==> config.mk <==
export PLATFORM = sky130hd
export DESIGN_NAME = keypad_operand_entry
export DESIGN_NICKNAME = d
export VERILOG_FILES = /design/src/rtl/keypad_pkg.sv /design/src/rtl/bcd_entry_reg.sv /design/src/rtl/keypad_operand_entry.sv
export SDC_FILE = /design/constraint.sdc
export NUM_CORES = 1
export LEC_CHECK = 0
export ABC_CLOCK_PERIOD_IN_PS = 5750
export BUFFER_PORTS_ARGS = -buffer_cell sky130_fd_sc_hd__buf_2
export CAP_MARGIN = 20
export CORE_ASPECT_RATIO = 0.9
export CORE_UTILIZATION = 57
export DETAILED_ROUTE_END_ITERATION = 12
export MAX_ROUTING_LAYER = met4
export PLACE_DENSITY = 0.82
export SYNTH_ARGS = -nofsm -noshare
export SYNTH_HDL_FRONTEND = slang
export SYNTH_HIERARCHICAL = 1
export SYNTH_SLANG_ARGS = --single-unit
export TNS_END_PERCENT = 50
==> constraint.sdc <==
create_clock -name clk -period 5.75 [get_ports clk]
set_input_delay 0.8625 -clock clk [delete_from_list [all_inputs] [get_ports clk]]
set_output_delay 0.8625 -clock clk [all_outputs]
set_load 0.1 [all_outputs]
==> src/rtl/keypad_pkg.sv <==
// Shared definitions for the keypad operand entry block: key codes, entry
// states and the digit-count width helper.
package keypad_pkg;

  localparam logic [3:0] KEY_DIGIT_MAX  = 4'h9;
  localparam logic [3:0] KEY_ACCEPT_DEF = 4'hA;
  localparam logic [3:0] KEY_BACK_DEF   = 4'hB;
  localparam logic [3:0] KEY_CLEAR_DEF  = 4'hC;

  typedef enum logic [1:0] {
    ENTER_A = 2'd0,
    ENTER_B = 2'd1,
    DONE    = 2'd2
  } entry_state_t;

  // Bits needed to count 0..digits entered digits.
  function automatic int count_width(input int digits);
    return $clog2(digits + 1);
  endfunction

endpackage

==> src/rtl/bcd_entry_reg.sv <==
// One BCD operand: shift register of DIGITS nibbles plus its digit counter.
// Exposes next-cycle values so the parent can register derived outputs.
module bcd_entry_reg
  import keypad_pkg::*;
#(
  parameter int DIGITS = 3,
  parameter int CW     = 2
) (
  input  logic                clk,
  input  logic                rst,
  input  logic                push,
  input  logic                back,
  input  logic                clear,
  input  logic [3:0]          digit,
  output logic [4*DIGITS-1:0] value,
  output logic [4*DIGITS-1:0] value_nxt,
  output logic [CW-1:0]       count_nxt,
  output logic                full,
  output logic                empty
);

  logic [4*DIGITS-1:0] value_r;
  logic [4*DIGITS-1:0] value_nxt_s;
  logic [4*DIGITS-1:0] shifted_s;
  logic [CW-1:0]       count_r;
  logic [CW-1:0]       count_nxt_s;

  assign full  = (count_r == CW'(DIGITS));
  assign empty = (count_r == '0);

  // Next operand value and count; clear wins over push, push over backspace.
  always_comb begin
    value_nxt_s = value_r;
    count_nxt_s = count_r;
    shifted_s   = value_r << 4;
    shifted_s[3:0] = digit;
    if (clear) begin
      value_nxt_s = '0;
      count_nxt_s = '0;
    end else if (push && !full) begin
      value_nxt_s = shifted_s;
      count_nxt_s = count_r + CW'(1'b1);
    end else if (back && !empty) begin
      value_nxt_s = value_r >> 4;
      count_nxt_s = count_r - CW'(1'b1);
    end else begin
      value_nxt_s = value_r;
      count_nxt_s = count_r;
    end
  end

  // Operand and count registers.
  always_ff @(posedge clk) begin
    if (rst) begin
      value_r <= '0;
      count_r <= '0;
    end else begin
      value_r <= value_nxt_s;
      count_r <= count_nxt_s;
    end
  end

  assign value     = value_r;
  assign value_nxt = value_nxt_s;
  assign count_nxt = count_nxt_s;

endmodule

==> src/rtl/keypad_operand_entry.sv <==
// Assembles two BCD operands from keypad events and hands them downstream
// with a valid/ready handshake; drives the operand under edit to the display.
module keypad_operand_entry
  import keypad_pkg::*;
#(
  parameter int         DIGITS     = 3,
  parameter logic [3:0] KEY_ACCEPT = KEY_ACCEPT_DEF,
  parameter logic [3:0] KEY_BACK   = KEY_BACK_DEF,
  parameter logic [3:0] KEY_CLEAR  = KEY_CLEAR_DEF
) (
  input  logic                           clk,
  input  logic                           rst,
  input  logic [3:0]                     key_code,
  input  logic                           key_pulse,
  input  logic                           out_ready,
  output logic                           out_valid,
  output logic [4*DIGITS-1:0]            op_a,
  output logic [4*DIGITS-1:0]            op_b,
  output logic [4*DIGITS-1:0]            disp_bcd,
  output logic [count_width(DIGITS)-1:0] disp_count,
  output logic                           entry_sel,
  output logic                           key_ignored
);

  localparam int W  = 4 * DIGITS;
  localparam int CW = count_width(DIGITS);

  entry_state_t  state_r, state_nxt_s;
  logic          a_push_s, a_back_s, a_clear_s;
  logic          b_push_s, b_back_s, b_clear_s;
  logic [W-1:0]  a_val_s, a_nxt_s, b_val_s, b_nxt_s;
  logic [CW-1:0] a_cnt_nxt_s, b_cnt_nxt_s;
  logic          a_full_s, a_empty_s, b_full_s, b_empty_s;
  logic          cur_full_s, cur_empty_s, is_digit_s, transfer_s, ignored_nxt_s;
  logic [W-1:0]  disp_bcd_r;
  logic [CW-1:0] disp_count_r;
  logic          entry_sel_r, out_valid_r, key_ignored_r;

  bcd_entry_reg #(.DIGITS(DIGITS), .CW(CW)) u_reg_a (
    .clk(clk), .rst(rst), .push(a_push_s), .back(a_back_s), .clear(a_clear_s),
    .digit(key_code), .value(a_val_s), .value_nxt(a_nxt_s), .count_nxt(a_cnt_nxt_s),
    .full(a_full_s), .empty(a_empty_s)
  );

  bcd_entry_reg #(.DIGITS(DIGITS), .CW(CW)) u_reg_b (
    .clk(clk), .rst(rst), .push(b_push_s), .back(b_back_s), .clear(b_clear_s),
    .digit(key_code), .value(b_val_s), .value_nxt(b_nxt_s), .count_nxt(b_cnt_nxt_s),
    .full(b_full_s), .empty(b_empty_s)
  );

  // Key decode and entry FSM next state; a transfer overrides any key in the same cycle.
  always_comb begin
    state_nxt_s   = state_r;
    a_push_s      = 1'b0;
    a_back_s      = 1'b0;
    a_clear_s     = 1'b0;
    b_push_s      = 1'b0;
    b_back_s      = 1'b0;
    b_clear_s     = 1'b0;
    ignored_nxt_s = 1'b0;
    transfer_s    = (state_r == DONE) && out_ready;
    is_digit_s    = (key_code <= KEY_DIGIT_MAX);
    cur_full_s    = (state_r == ENTER_B) ? b_full_s : a_full_s;
    cur_empty_s   = (state_r == ENTER_B) ? b_empty_s : a_empty_s;
    if (transfer_s) begin
      state_nxt_s   = ENTER_A;
      a_clear_s     = 1'b1;
      b_clear_s     = 1'b1;
      ignored_nxt_s = key_pulse && (key_code != KEY_CLEAR);
    end else if (!key_pulse) begin
      state_nxt_s = state_r;
    end else if (key_code == KEY_CLEAR) begin
      state_nxt_s = ENTER_A;
      a_clear_s   = 1'b1;
      b_clear_s   = 1'b1;
    end else begin
      case (state_r)
        ENTER_A, ENTER_B: begin
          if (key_code == KEY_ACCEPT) begin
            if (cur_empty_s) ignored_nxt_s = 1'b1;
            else state_nxt_s = (state_r == ENTER_A) ? ENTER_B : DONE;
          end else if (key_code == KEY_BACK) begin
            if (cur_empty_s) begin
              ignored_nxt_s = 1'b1;
            end else begin
              a_back_s = (state_r == ENTER_A);
              b_back_s = (state_r == ENTER_B);
            end
          end else if (is_digit_s) begin
            if (cur_full_s) begin
              ignored_nxt_s = 1'b1;
            end else begin
              a_push_s = (state_r == ENTER_A);
              b_push_s = (state_r == ENTER_B);
            end
          end else begin
            ignored_nxt_s = 1'b1;
          end
        end
        DONE: ignored_nxt_s = 1'b1;
        default: begin
          state_nxt_s = ENTER_A;
          a_clear_s   = 1'b1;
          b_clear_s   = 1'b1;
        end
      endcase
    end
  end

  // State and registered status/display outputs, derived from next-cycle values.
  always_ff @(posedge clk) begin
    if (rst) begin
      state_r       <= ENTER_A;
      disp_bcd_r    <= '0;
      disp_count_r  <= '0;
      entry_sel_r   <= 1'b0;
      out_valid_r   <= 1'b0;
      key_ignored_r <= 1'b0;
    end else begin
      state_r       <= state_nxt_s;
      disp_bcd_r    <= (state_nxt_s == ENTER_A) ? a_nxt_s : b_nxt_s;
      disp_count_r  <= (state_nxt_s == ENTER_A) ? a_cnt_nxt_s : b_cnt_nxt_s;
      entry_sel_r   <= (state_nxt_s != ENTER_A);
      out_valid_r   <= (state_nxt_s == DONE);
      key_ignored_r <= ignored_nxt_s;
    end
  end

  assign op_a        = a_val_s;
  assign op_b        = b_val_s;
  assign disp_bcd    = disp_bcd_r;
  assign disp_count  = disp_count_r;
  assign entry_sel   = entry_sel_r;
  assign out_valid   = out_valid_r;
  assign key_ignored = key_ignored_r;

endmodule

==> impl_metrics.env <==
export IMPL_fin_crit_ns=3.33
export IMPL_cts_reportedPaths_clkPinSlew_ns=0.09
export IMPL_timing_critical_path_slowest_stage_cell="sky130_fd_sc_hd__nor3_1"
export IMPL_vdd_ir_drop_max_mv=0.217
export IMPL_fin_nets=339
export IMPL_synth_yosys_warnings=6
export IMPL_vias=2296
export IMPL_maxSlewHeadroom_pct=28.7
export IMPL_worst_skew_pair_late_latency_ns=0.31
export IMPL_die_height_microns=66.2
export IMPL_met1_length_microns=2880
export IMPL_first_pass_iters=4
export IMPL_hold_path_end="u_reg_b/value[5]"
export IMPL_standby_leakage_power_nw=1.40
export IMPL_dpl_instance_area_sq_um=2790
export IMPL_first_pass_grt_wire_length_microns=10000
export IMPL_clock_root_buffer="sky130_fd_sc_hd__clkbuf_8"
export IMPL_finalWirelength_microns=6110
export IMPL_worst_r2r_cell_count=11
export IMPL_vias_in_the_first_global_route=2072
export IMPL_cts_hold_buffers=0
export IMPL_drv_cap=0
export IMPL_synth_yosys_seq_area_share_pct=36.1
export IMPL_worstHoldPathCells=2
export IMPL_cts_sink_count=47
export IMPL_die_outline_area_sq_um=4850
export IMPL_dp_hpwl_microns=4250
export IMPL_final_setup_viol_count=0
export IMPL_io_pins=49
export IMPL_synthFlopType="sky130_fd_sc_hd__dfxtp_1"
export IMPL_cp_endpoint_kind="flip-flop"
export IMPL_layout_area_overhead_vs_synth_pct=11.5
export IMPL_crit_required_ns=5.91
export IMPL_synth_enable_flop_cells=0
export IMPL_fmax_mhz=300
export IMPL_die_extent_in_x_microns=73.3
export IMPL_synth_area_sq_um=2610
export IMPL_status="complete, no violations"
export IMPL_antenna_diode_count=0
export IMPL_routedWlPerCell_microns=15.7
export IMPL_crit_buf_inv=1
export IMPL_met2_wirelength_microns=2830
export IMPL_min_delay_start="u_reg_b/value[1]"
export IMPL_start_util_pct=61.5
export IMPL_synth_avg_cell_area_sq_um=8.99
export IMPL_timing_critical_path_arrival_ns=3.49
export IMPL_crit_path_max_incr_delay_ns=0.82
export IMPL_detailroute_wirelength_met3_microns=298
export IMPL_critical_path_reg2reg_endpoint="disp_bcd[0]"
export IMPL_post_cts_setup_buffers=0
export IMPL_setup_total_negative_slack_ns=0
export IMPL_yosys_area_top_type_share_pct=36.1
export IMPL_drcViolationCount=0
export IMPL_cts_buffers_inserted=5
export IMPL_ys_seq_elements=47
export IMPL_grt_util_all_layers_pct=27.9
export IMPL_finalClockSkew_ns=0.00887
export IMPL_synth_area_leader_cell="sky130_fd_sc_hd__dfxtp_1"
export IMPL_cts_tree="yes"
export IMPL_routed_via_density=5.92
export IMPL_drt_iter0_markers=226
export IMPL_finalWeightedCongestion=0.947
export IMPL_final_cell_area_sq_um=2910
export IMPL_post_route_cells_drive_above_1_share_pct=23.5
export IMPL_rsz0062_at_grt="false"
export IMPL_dr_max_layer_used="met4"
export IMPL_crit_path_start_kind="flip-flop"
export IMPL_post_synth_main_area_contributors="sky130_fd_sc_hd__dfxtp_1 (36%), sky130_fd_sc_hd__nor3_1 (8.3%), sky130_fd_sc_hd__and3b_1 (8.1%)"
export IMPL_critical_path_top_delay_family="simple AND/OR/NAND/NOR gates"
export IMPL_timing_final_hold_violations=0
export IMPL_crit_reg2reg_launch="u_reg_b/count_r[0]"
export IMPL_grt_max_degree=35
export IMPL_post_synthesis_async_set_or_reset_flop_share_pct=0
export IMPL_critical_path_cell_chain="inv_1, ha_1, mux2i_1, and4b_1, nand3_1, nor3_1, nand2b_4, a211oi_1, nor3_1, nand2b_1, mux2i_1"
export IMPL_clock_path_buffers=2
export IMPL_coreArea_sq_um=4240
export IMPL_floorplan_rows=22
export IMPL_worst_path_max_fanout=15
export IMPL_finish_utilization_pct=68.5
export IMPL_synth_lib_cells_used_distinct=38
export IMPL_critical_path_startpoint="u_reg_b/count_r[0]"
export IMPL_htree_num_levels=2
export IMPL_r2r_slack_ns=2.42
export IMPL_worst_setup_path_class="reg -> reg"
export IMPL_grt_antenna_before_repair=0
export IMPL_slew_violations=0
export IMPL_io_buffers=48
export IMPL_synth_fp_nets=302
export IMPL_min_period_over_period_pct=57.9
export IMPL_power_per_cell_area_nw_per_um2=282
export IMPL_drt_antenna_violating_nets=0
export IMPL_worst_hold_path_type="reg -> reg"
export IMPL_syn_inst=290
export IMPL_timing_worst_slew_pin_value_ns=1.06
export IMPL_cts_resized=0
export IMPL_globalRouteOverflowTotal=0
-- registers in the layout, indices dropped and copies added (netlist names) --
signal           count
out_valid            1
u_reg_b/count_r      2
disp_count           2
key_ignored          1
state_r              2
entry_sel            1
u_reg_a/value       12
u_reg_b/value       12
disp_bcd            12
u_reg_a/count_r      2
-- cells in the final DEF, fill, tap and decap left out, types with 2 or more instances in the layout --
| cell type | count |
|---|---|
| sky130_fd_sc_hd__buf_2 | 48 |
| sky130_fd_sc_hd__dfxtp_1 | 47 |
| sky130_fd_sc_hd__nor3_1 | 43 |
| sky130_fd_sc_hd__nor2_1 | 39 |
| sky130_fd_sc_hd__nand2b_1 | 29 |
| sky130_fd_sc_hd__and3b_1 | 24 |
| sky130_fd_sc_hd__mux2i_1 | 16 |
| sky130_fd_sc_hd__a211oi_2 | 10 |
| sky130_fd_sc_hd__a211oi_1 | 9 |
| sky130_fd_sc_hd__a31oi_1 | 9 |
| sky130_fd_sc_hd__inv_1 | 6 |
| sky130_fd_sc_hd__clkbuf_8 | 6 |
| sky130_fd_sc_hd__and3_1 | 4 |
| sky130_fd_sc_hd__ha_1 | 4 |
| sky130_fd_sc_hd__nand2b_4 | 3 |
| sky130_fd_sc_hd__nand2_1 | 3 |
| sky130_fd_sc_hd__a21oi_1 | 2 |
| sky130_fd_sc_hd__nand2b_2 | 2 |
| sky130_fd_sc_hd__a21oi_2 | 2 |
| sky130_fd_sc_hd__nor2b_1 | 2 |
| sky130_fd_sc_hd__nor3b_1 | 2 |
| sky130_fd_sc_hd__or2_1 | 2 |
-- cell usage after synthesis, types with 3 or more instances --
library cell,count
sky130_fd_sc_hd__a211oi_1,9
sky130_fd_sc_hd__nand2b_1,29
sky130_fd_sc_hd__buf_6,3
sky130_fd_sc_hd__ha_1,4
sky130_fd_sc_hd__dfxtp_1,47
sky130_fd_sc_hd__nand2_1,3
sky130_fd_sc_hd__and3b_1,24
sky130_fd_sc_hd__a31oi_1,9
sky130_fd_sc_hd__inv_1,6
sky130_fd_sc_hd__nor3_1,43
sky130_fd_sc_hd__nor2_1,39
sky130_fd_sc_hd__a211oi_2,10
sky130_fd_sc_hd__buf_2,4
sky130_fd_sc_hd__nand2b_4,3
sky130_fd_sc_hd__clkbuf_1,7
sky130_fd_sc_hd__and3_1,4
sky130_fd_sc_hd__mux2i_1,16
-- worst register-to-register path, delay by kind of cell, from the launching register on --
kind | cells | cell delay (ns)
simple gates | 6 | 1.66
flops | 1 | 0.36
fa+ha+maj | 1 | 0.38
buf+inv | 1 | 0.09
mux | 2 | 0.30
compound gates | 1 | 0.39
-- cell type report --
cell class | instances | area, sq um
multi-input combinational | 218 | 1500
sequential | 47 | 941
tap | 60 | 75.1
clock inverter | 2 | 35.0
fill | 367 | 1330
timing repair buffer | 49 | 248
clock buffer | 6 | 82.6
inverter | 6 | 22.5
-- cell families (layout without fill, tap and decap cells) --
group	Yosys count	after routing	share of synthesized area, %
adders and majority gates	4	4	1.92
AOI/OAI and AO/OA	37	37	12.7
and+or+nand+nor	161	161	36.7
buffers and inverters	25	63	6.43
DFF	47	47	36.1
muxes	16	16	6.14
-- stage by stage --
| step | std cells | total power [W] | hold slack, ns | setup slack, ns |
|---|---|---|---|---|
| after floorplan | 290 | 0.000544 | 0.569 | 3.15 |
| after global placement | 380 | 0.000570 | 0.547 | 2.55 |
| final | 388 | 0.000820 | 0.562 | 2.42 |
| after global routing | 388 | 0.000845 | 0.594 | 2.13 |
| after detailed placement | 380 | 0.000573 | 0.552 | 2.44 |
| after CTS | 388 | 0.000819 | 0.568 | 2.44 |
-- report_power, final --
group	internal (W)	leakage (nW)	switching (W)	total [W]
logic	0.0000497	0.954	0.000166	0.000215
clock network	0.000141	0.0612	0.000112	0.000253
registers	0.000342	0.382	0.0000104	0.000352
-- layer usage --
layer / track usage, % / vias up
li1: - / 1111
met1: 37.1 / 1101
met2: 43.4 / 75
met3: 4.27 / 9
met4: 9.07 / 0
met5: - / -
-- how the worst max path moves through the flow --
stage                         endpoint  cells past startpoint
floorplan           u_reg_b/count_r[1]                      7
global placement           disp_bcd[2]                      9
detailed placement         disp_bcd[1]                     10
CTS                        disp_bcd[1]                     11
global route             disp_count[1]                     11
finish                     disp_bcd[0]                     11
Note: power is estimated with default switching activity, not from simulation.
